[src/rtl/shift_arbiter.sv]
// shift_arbiter: two valid/ready requesters share one 32-bit barrel shifter
// through a single operand register and a one-entry tagged result slot.
//
// Ports:
//   clk, rst              clock, asynchronous active-high reset
//   req0_* / req1_*       requester handshakes and operands (d, sa, right, arith)
//   res_valid, res_ready  result slot handshake
//   res_data, res_id      shifter output and issuing requester
//
// Build option: define SHIFT_ARB_RR_EN for round-robin tie-break;
// undefined gives fixed priority to requester 0.

module barrel_shifter (
    input  logic [31:0] d,
    input  logic [4:0]  sa,
    input  logic        right,
    input  logic        arith,
    output logic [31:0] sh
);
    logic [31:0] lsh;
    logic [31:0] rsh;
    logic [31:0] fill_mask;

    always_comb begin
        lsh       = d << sa;
        rsh       = d >> sa;
        // Bits vacated by the right shift; set only for arithmetic fill.
        fill_mask = ~(32'hffff_ffff >> sa);
        if (right) begin
            sh = (arith && d[31]) ? (rsh | fill_mask) : rsh;
        end else begin
            sh = lsh;
        end
    end
endmodule

module shift_arbiter (
    input  logic        clk,
    input  logic        rst,
    input  logic        req0_valid,
    output logic        req0_ready,
    input  logic [31:0] req0_d,
    input  logic [4:0]  req0_sa,
    input  logic        req0_right,
    input  logic        req0_arith,
    input  logic        req1_valid,
    output logic        req1_ready,
    input  logic [31:0] req1_d,
    input  logic [4:0]  req1_sa,
    input  logic        req1_right,
    input  logic        req1_arith,
    output logic        res_valid,
    input  logic        res_ready,
    output logic [31:0] res_data,
    output logic        res_id
);
    typedef enum logic {
        EMPTY = 1'b0,
        FULL  = 1'b1
    } slot_e;

    slot_e       state_q, state_d;
    logic [31:0] op_d_q, op_d_d;
    logic [4:0]  op_sa_q, op_sa_d;
    logic        op_right_q, op_right_d;
    logic        op_arith_q, op_arith_d;
    logic        res_id_q, res_id_d;
`ifdef SHIFT_ARB_RR_EN
    logic        last_id_q, last_id_d;
`endif

    logic accept_ok;
    logic pick1;
    logic fire;

    // Grant: pick1 selects requester 1, otherwise requester 0 if valid.
    always_comb begin
`ifdef SHIFT_ARB_RR_EN
        pick1 = req1_valid && (!req0_valid || !last_id_q);
`else
        pick1 = req1_valid && !req0_valid;
`endif
        accept_ok  = (state_q == EMPTY) || res_ready;
        req0_ready = req0_valid && !pick1 && accept_ok && !rst;
        req1_ready = pick1 && accept_ok && !rst;
        fire       = req0_ready || req1_ready;
    end

    // Slot state register.
    always_ff @(posedge clk or posedge rst) begin
        if (rst) begin
            state_q <= EMPTY;
        end else begin
            state_q <= state_d;
        end
    end

    // Slot next state: a simultaneous drain and accept stays FULL.
    always_comb begin
        state_d = state_q;
        unique case (state_q)
            EMPTY: if (fire) state_d = FULL;
            FULL:  if (!fire && res_ready) state_d = EMPTY;
            default: state_d = EMPTY;
        endcase
    end

    // Slot outputs.
    always_comb begin
        res_valid = (state_q == FULL);
        res_id    = res_id_q;
    end

    // Operand register next values.
    always_comb begin
        op_d_d     = op_d_q;
        op_sa_d    = op_sa_q;
        op_right_d = op_right_q;
        op_arith_d = op_arith_q;
        res_id_d   = res_id_q;
`ifdef SHIFT_ARB_RR_EN
        last_id_d  = last_id_q;
`endif
        if (fire) begin
            op_d_d     = pick1 ? req1_d     : req0_d;
            op_sa_d    = pick1 ? req1_sa    : req0_sa;
            op_right_d = pick1 ? req1_right : req0_right;
            op_arith_d = pick1 ? req1_arith : req0_arith;
            res_id_d   = pick1;
`ifdef SHIFT_ARB_RR_EN
            last_id_d  = pick1;
`endif
        end
    end

    always_ff @(posedge clk or posedge rst) begin
        if (rst) begin
            op_d_q     <= 32'd0;
            op_sa_q    <= 5'd0;
            op_right_q <= 1'b0;
            op_arith_q <= 1'b0;
            res_id_q   <= 1'b0;
`ifdef SHIFT_ARB_RR_EN
            // Requester 0 wins the first tie after reset.
            last_id_q  <= 1'b1;
`endif
        end else begin
            op_d_q     <= op_d_d;
            op_sa_q    <= op_sa_d;
            op_right_q <= op_right_d;
            op_arith_q <= op_arith_d;
            res_id_q   <= res_id_d;
`ifdef SHIFT_ARB_RR_EN
            last_id_q  <= last_id_d;
`endif
        end
    end

    barrel_shifter u_shifter (
        .d     (op_d_q),
        .sa    (op_sa_q),
        .right (op_right_q),
        .arith (op_arith_q),
        .sh    (res_data)
    );
endmodule

[config.mk]
export PLATFORM = sky130hd
export DESIGN_NAME = shift_arbiter
export DESIGN_NICKNAME = d
export VERILOG_FILES = /design/src/rtl/shift_arbiter.sv
export SDC_FILE = /design/constraint.sdc
export NUM_CORES = 1
export LEC_CHECK = 0
export ABC_AREA = 0
export CAP_MARGIN = 10
export CORE_ASPECT_RATIO = 0.8
export CORE_MARGIN = 8
export CORE_UTILIZATION = 58
export CTS_BUF_LIST = sky130_fd_sc_hd__clkbuf_8 sky130_fd_sc_hd__clkbuf_16
export CTS_CLUSTER_DIAMETER = 120
export DETAILED_ROUTE_END_ITERATION = 10
export PLACE_DENSITY = 0.87
export SLEW_MARGIN = 20
export SYNTH_ARGS = -nofsm -noshare
export SYNTH_HDL_FRONTEND = slang
export SYNTH_SLANG_ARGS = --single-unit
export TNS_END_PERCENT = 30
[constraint.sdc]
create_clock -name clk -period 5.5 [get_ports clk]
set_input_delay 1.375 -clock clk [delete_from_list [all_inputs] [get_ports clk]]
set_output_delay 1.375 -clock clk [all_outputs]
set_load 0.01 [all_outputs]
# Word level (Yosys, flattened, before mapping)
# Index checks and enable logic that the tools add are counted.
# word_totals
romBits	0
ramBits	0
memories	0
in_bits	83
reg_bits	41
latchBits	0
elab_cells	35
output_inout_bits	36
# op_classes
order_cmp	0
shift	3
mul	0
bitwise	3
addsub	0
mux	9
n_reduce_logical	14
div	0
n_eq_ne	0
# op_table
operator	count
2-to-1 mux 32 bit	3
NOT 32 bit	1
bitwise OR 32 bit	1
left shift 32 x 5 -> 32 bit	1
>> shifter 32 x 5 -> 32 bit	1
>> shifter 32 x 5 -> 32 bit, first input constant	1
logical AND 1 bit	8
2-to-1 mux 5 bit	1
zero test 1 bit	4
2-to-1 mux 1 bit	4
logical OR 1 bit	2
one-hot mux 1 bit (2 select lines)	1
NOT 1 bit	1

# Logic depth before layout (Yosys ltp)
# logic_depth
word_depth	11
mapped_depth	9
depth_no_buf	5

# Modules after synthesis
# Synthesis repeated with hierarchy kept, for this count alone.
# unflattened
cells_unflattened	644
hier_area_um2	6525.0
# by_module_without_submodules
mod	n_inst	seq_area_each_um2	cells_each	area_each_um2
barrel_shifter	1	0.0	506	4152.7
shift_arbiter	1	1026.0	138	2372.3

# Least setup slack after synthesis
# No wires, ideal clock.
# synth_path
path_kind	input -> output
from	input port req0_valid
to	output port req1_ready
path_slack_ps	1932
path_stages	4
arrival_time_ps	2193
path_buffers	2
required_ps	4125
cell_sequence	nand2b_1 clkbuf_1 clkbuf_1 nor2_1
# synth_between
elab_chain_len	4
# synth_rtl
item	line	text
start, declared	40	input logic req0_valid,
zero test 1 bit	81	pick1 = req1_valid && !req0_valid;
logical AND 1 bit	81	
logical AND 1 bit (2 in a row)	85	req1_ready = pick1 && accept_ok && !rst;
end, declared	47	output logic req1_ready,
# Every way passes these cells.

# Worst setup path after layout
# layout_path
from	register op_sa_q[3]
to	output port res_data[31]
# layout_between
elab_chain_len	5
elab_cells_between_ends	7
classes_between	shift: 3; mux: 2; bitwise: 2
# layout_rtl
item	line	text
start, declared	64	logic [4:0] op_sa_q, op_sa_d;
start signal, assigned	149	op_sa_q <= op_sa_d;
>> shifter 32 x 5 -> 32 bit	28	fill_mask = ~(32'hffff_ffff >> sa);
NOT 32 bit	28	
bitwise OR 32 bit	30	sh = (arith && d[31]) ? (rsh | fill_mask) : rsh;
2-to-1 mux 32 bit	30	
2-to-1 mux 32 bit (*)	29	if (right) begin
end, declared	54	output logic [31:0] res_data,
# Every way passes the cells marked *; elsewhere a longest branch is shown, timed or not.

==> results.json <==
{
  "status": "complete, no violations",
  "worst_path_largest_cell_delay_ns": 0.73,
  "fin_ws_ns": 0.534,
  "synth_top_area_cell": "mux4_2",
  "fin_crit_sh_pct": 90.3,
  "placed_area_mm2": 0.00757,
  "final_nets": 915,
  "gr-usage-met1_pct": 46.9,
  "yosysSeqAreaShare_pct": 15.6,
  "max-slew-margin-rel_pct": 28.8,
  "power_leakage_nw": 3.12,
  "met2_usage_pct": 50.9,
  "rsz0062_at_grt": "false",
  "max-clock-path-buffers": 2,
  "ys_warn_count": 0,
  "nFillCells": 799,
  "synthFlopType": "dfrtp_1",
  "ys_top_cells_by_area": "mux4_2 17%, dfrtp_1 16%, mux2i_1 14%, a21oi_1 6.7%, nor2_1 5.2%",
  "grt_pass1_wl_mm": 42.4,
  "grt_antenna_before_repair": 1,
  "use_met3_pct": 13.8,
  "crit_path_top_delay_cell": "dfrtp_2",
  "place_ws_ns": 0.975,
  "hold_path.startpoint": "res_valid",
  "r2r-start": "res_valid",
  "grt_max_degree": 69,
  "critPathKind": "flip-flop to primary output",
  "worstPathArrival_ns": 3.59,
  "gr-total-overflow": 0,
  "via_count": 7456,
  "post_drt_via_cell_ratio": 7.63,
  "drt_pass1_iterations": 7,
  "insertion_delay_ns": 0.29,
  "synth.distinct_cells": 75,
  "synth_nets": 866,
  "numCtsBuffers": 5,
  "io_buffer_count": 118,
  "core_area_mm2": 0.0109,
  "start_util_pct": 60.0,
  "final-instance-count-excl-fill": 977,
  "required_ns": 4.12,
  "async_flop_share_pct": 100,
  "hold_path_end": "res_valid",
  "htree_levels": 2,
  "cap_viol_max_count": 0,
  "wl_per_cell_um": 28.3,
  "synth_area_per_cell_um2": 8.38,
  "worstPathMaxFanout": 41,
  "timing.final.crit_period_ns": 4.97,
  "hp-class": "flip-flop to flip-flop",
  "max_clock_freq_ghz": 0.201,
  "busiest_layer": "met2",
  "fin_util_pct": 70.8,
  "timing.setup.tns_ns": 0,
  "postCtsSetupBuffers": 0,
  "setup_viol": 0,
  "wirelength_mm": 27.6,
  "dp_cells": 969,
  "pin_count": 119,
  "r2r_cells": 5,
  "drive_gt1_share_pct": 14.0,
  "cts_tree": "yes",
  "cts.reportedPaths.clkPinSlew_ns": 0.06,
  "clkSinkCount": 41,
  "hold_violations": 0,
  "hold_buffers": 0,
  "finClkSkew_ns": 0.00789,
  "worstMarginPinSlew_ns": 1.06,
  "die_w_um": 135,
  "drcViolationCount": 0,
  "synth-edff-count": 0,
  "ys_ff_latch": 41,
  "dieArea_mm2": 0.0150,
  "syn-instance-count": 783,
  "core.rowCount": 34,
  "syn_area_mm2": 0.00656,
  "grt_use_total_pct": 35.8,
  "synth_top_area_share_pct": 16.8,
  "die_h_um": 111,
  "cts_resized": 0,
  "dr.first_iter.drc_count": 1763,
  "critPathLaunchType": "flip-flop",
  "r2r_end": "op_d_q[4]",
  "timing.hold.ws_ns": 0.528,
  "synthToLayoutAreaGrowth_pct": 17.9,
  "ant_nets": 0,
  "rrSetupSlack_ns": 3.65,
  "grt_pass1_vias": 7042,
  "fin_total_pwr_mw": 2.89,
  "endpoint_kind": "primary output",
  "min_path_cells": 1,
  "routabilityCongestion": 1.10,
  "hpwl_mm": 19.9,
  "diodes": 0,
  "slew_viol_final": 0,
  "p_per_area_mw_per_mm2": 374,
  "cp_cell_sequence": "or2_2, nor3_1, a31oi_1, o211a_1, a221oi_1, clkdlybuf4s50_1",
  "vdd_drop_max_mv": 0.229,
  "cts_root_buf": "clkbuf_16",
  "fin_area_mm2": 0.00774
}
[state kept, by name (all words and copies together) (netlist names)]
signal	flops
res_id	1
res_valid	1
op_sa_q	5
op_arith_q	1
op_right_q	1
op_d_q	32
[layout by cell type (no fill, tap or decap), types with 6 or more instances in the layout]
cell type and instances:
clkdlybuf4s50_1 118, mux2i_1 91, nor2_1 91, a21oi_1 88, nand2_1 61, mux4_2 49, dfrtp_1 37, o21ai_0 31
buf_4 23, mux2_2 21, nand3_1 18, o211ai_1 14, a31oi_1 12, nor3_1 9, inv_1 8, o22ai_1 8
a211oi_1 8, o21ai_1 8, and2_1 7, a221oi_1 7, a211o_1 6, a22oi_1 6
[logic make-up after synthesis]
logic type | Yosys count | synth area share (%)
compound gates | 251 | 25.1
buf+inv | 108 | 8.81
flops | 41 | 15.6
mux | 166 | 35.8
simple gates | 217 | 14.7
[worst max path at each step]
stage / start / to / cells past startpoint
finish: op_sa_q[3] / res_data[31] / 6
detailed placement: op_sa_q[1] / res_data[12] / 7
floorplan: req0_valid / req1_ready / 4
global route: op_sa_q[1] / res_data[12] / 7
CTS: op_sa_q[1] / res_data[12] / 7
global placement: op_sa_q[3] / res_data[31] / 6
[cells in the mapped netlist (all sizes together) (12+ instances only)]
| master | count |
|---|---|
| nand3 | 18 |
| nor2 | 91 |
| mux2i | 91 |
| o211ai | 15 |
| mux4 | 52 |
| dfrtp | 41 |
| a31oi | 12 |
| mux2 | 23 |
| nand2 | 61 |
| buf | 49 |
| o21ai | 39 |
| a21oi | 88 |
| clkbuf | 50 |
[cell type report]
cell class / count / area [um^2] / share of cell area, %
multi-input cells: 634 / 4970 / 64.2
clock buffers: 5 / 125 / 1.62
inverters: 9 / 33.8 / 0.436
well taps: 144 / 180 / 2.33
flip-flops and latches: 41 / 1040 / 13.4
repair buffers: 141 / 1350 / 17.5
clock inverters: 3 / 42.5 / 0.550
[power by group]
part           leakage [nW]  switching [mW]  internal [mW]
sequential            0.450           0.245          0.354
clock                0.0852           0.124          0.213
combinational          2.59            1.07          0.884
total                  3.12            1.44           1.45
[metal layers]
metal / vias up / wire length (um)
met1: 3450 / 10000
li1: 3089 / -
met4: 0 / 1770
met5: - / 0
met2: 738 / 11300
met3: 179 / 4480
[critical path: cells and delay by family, from the launching register on]
family	cells	cell delay, ns
buffers and inverters	1	0.62
AND/OR/NAND/NOR	2	1.28
flip-flops	1	0.73
AO/OA/AOI/OAI	3	0.67
(Power assumes the default switching activity.)
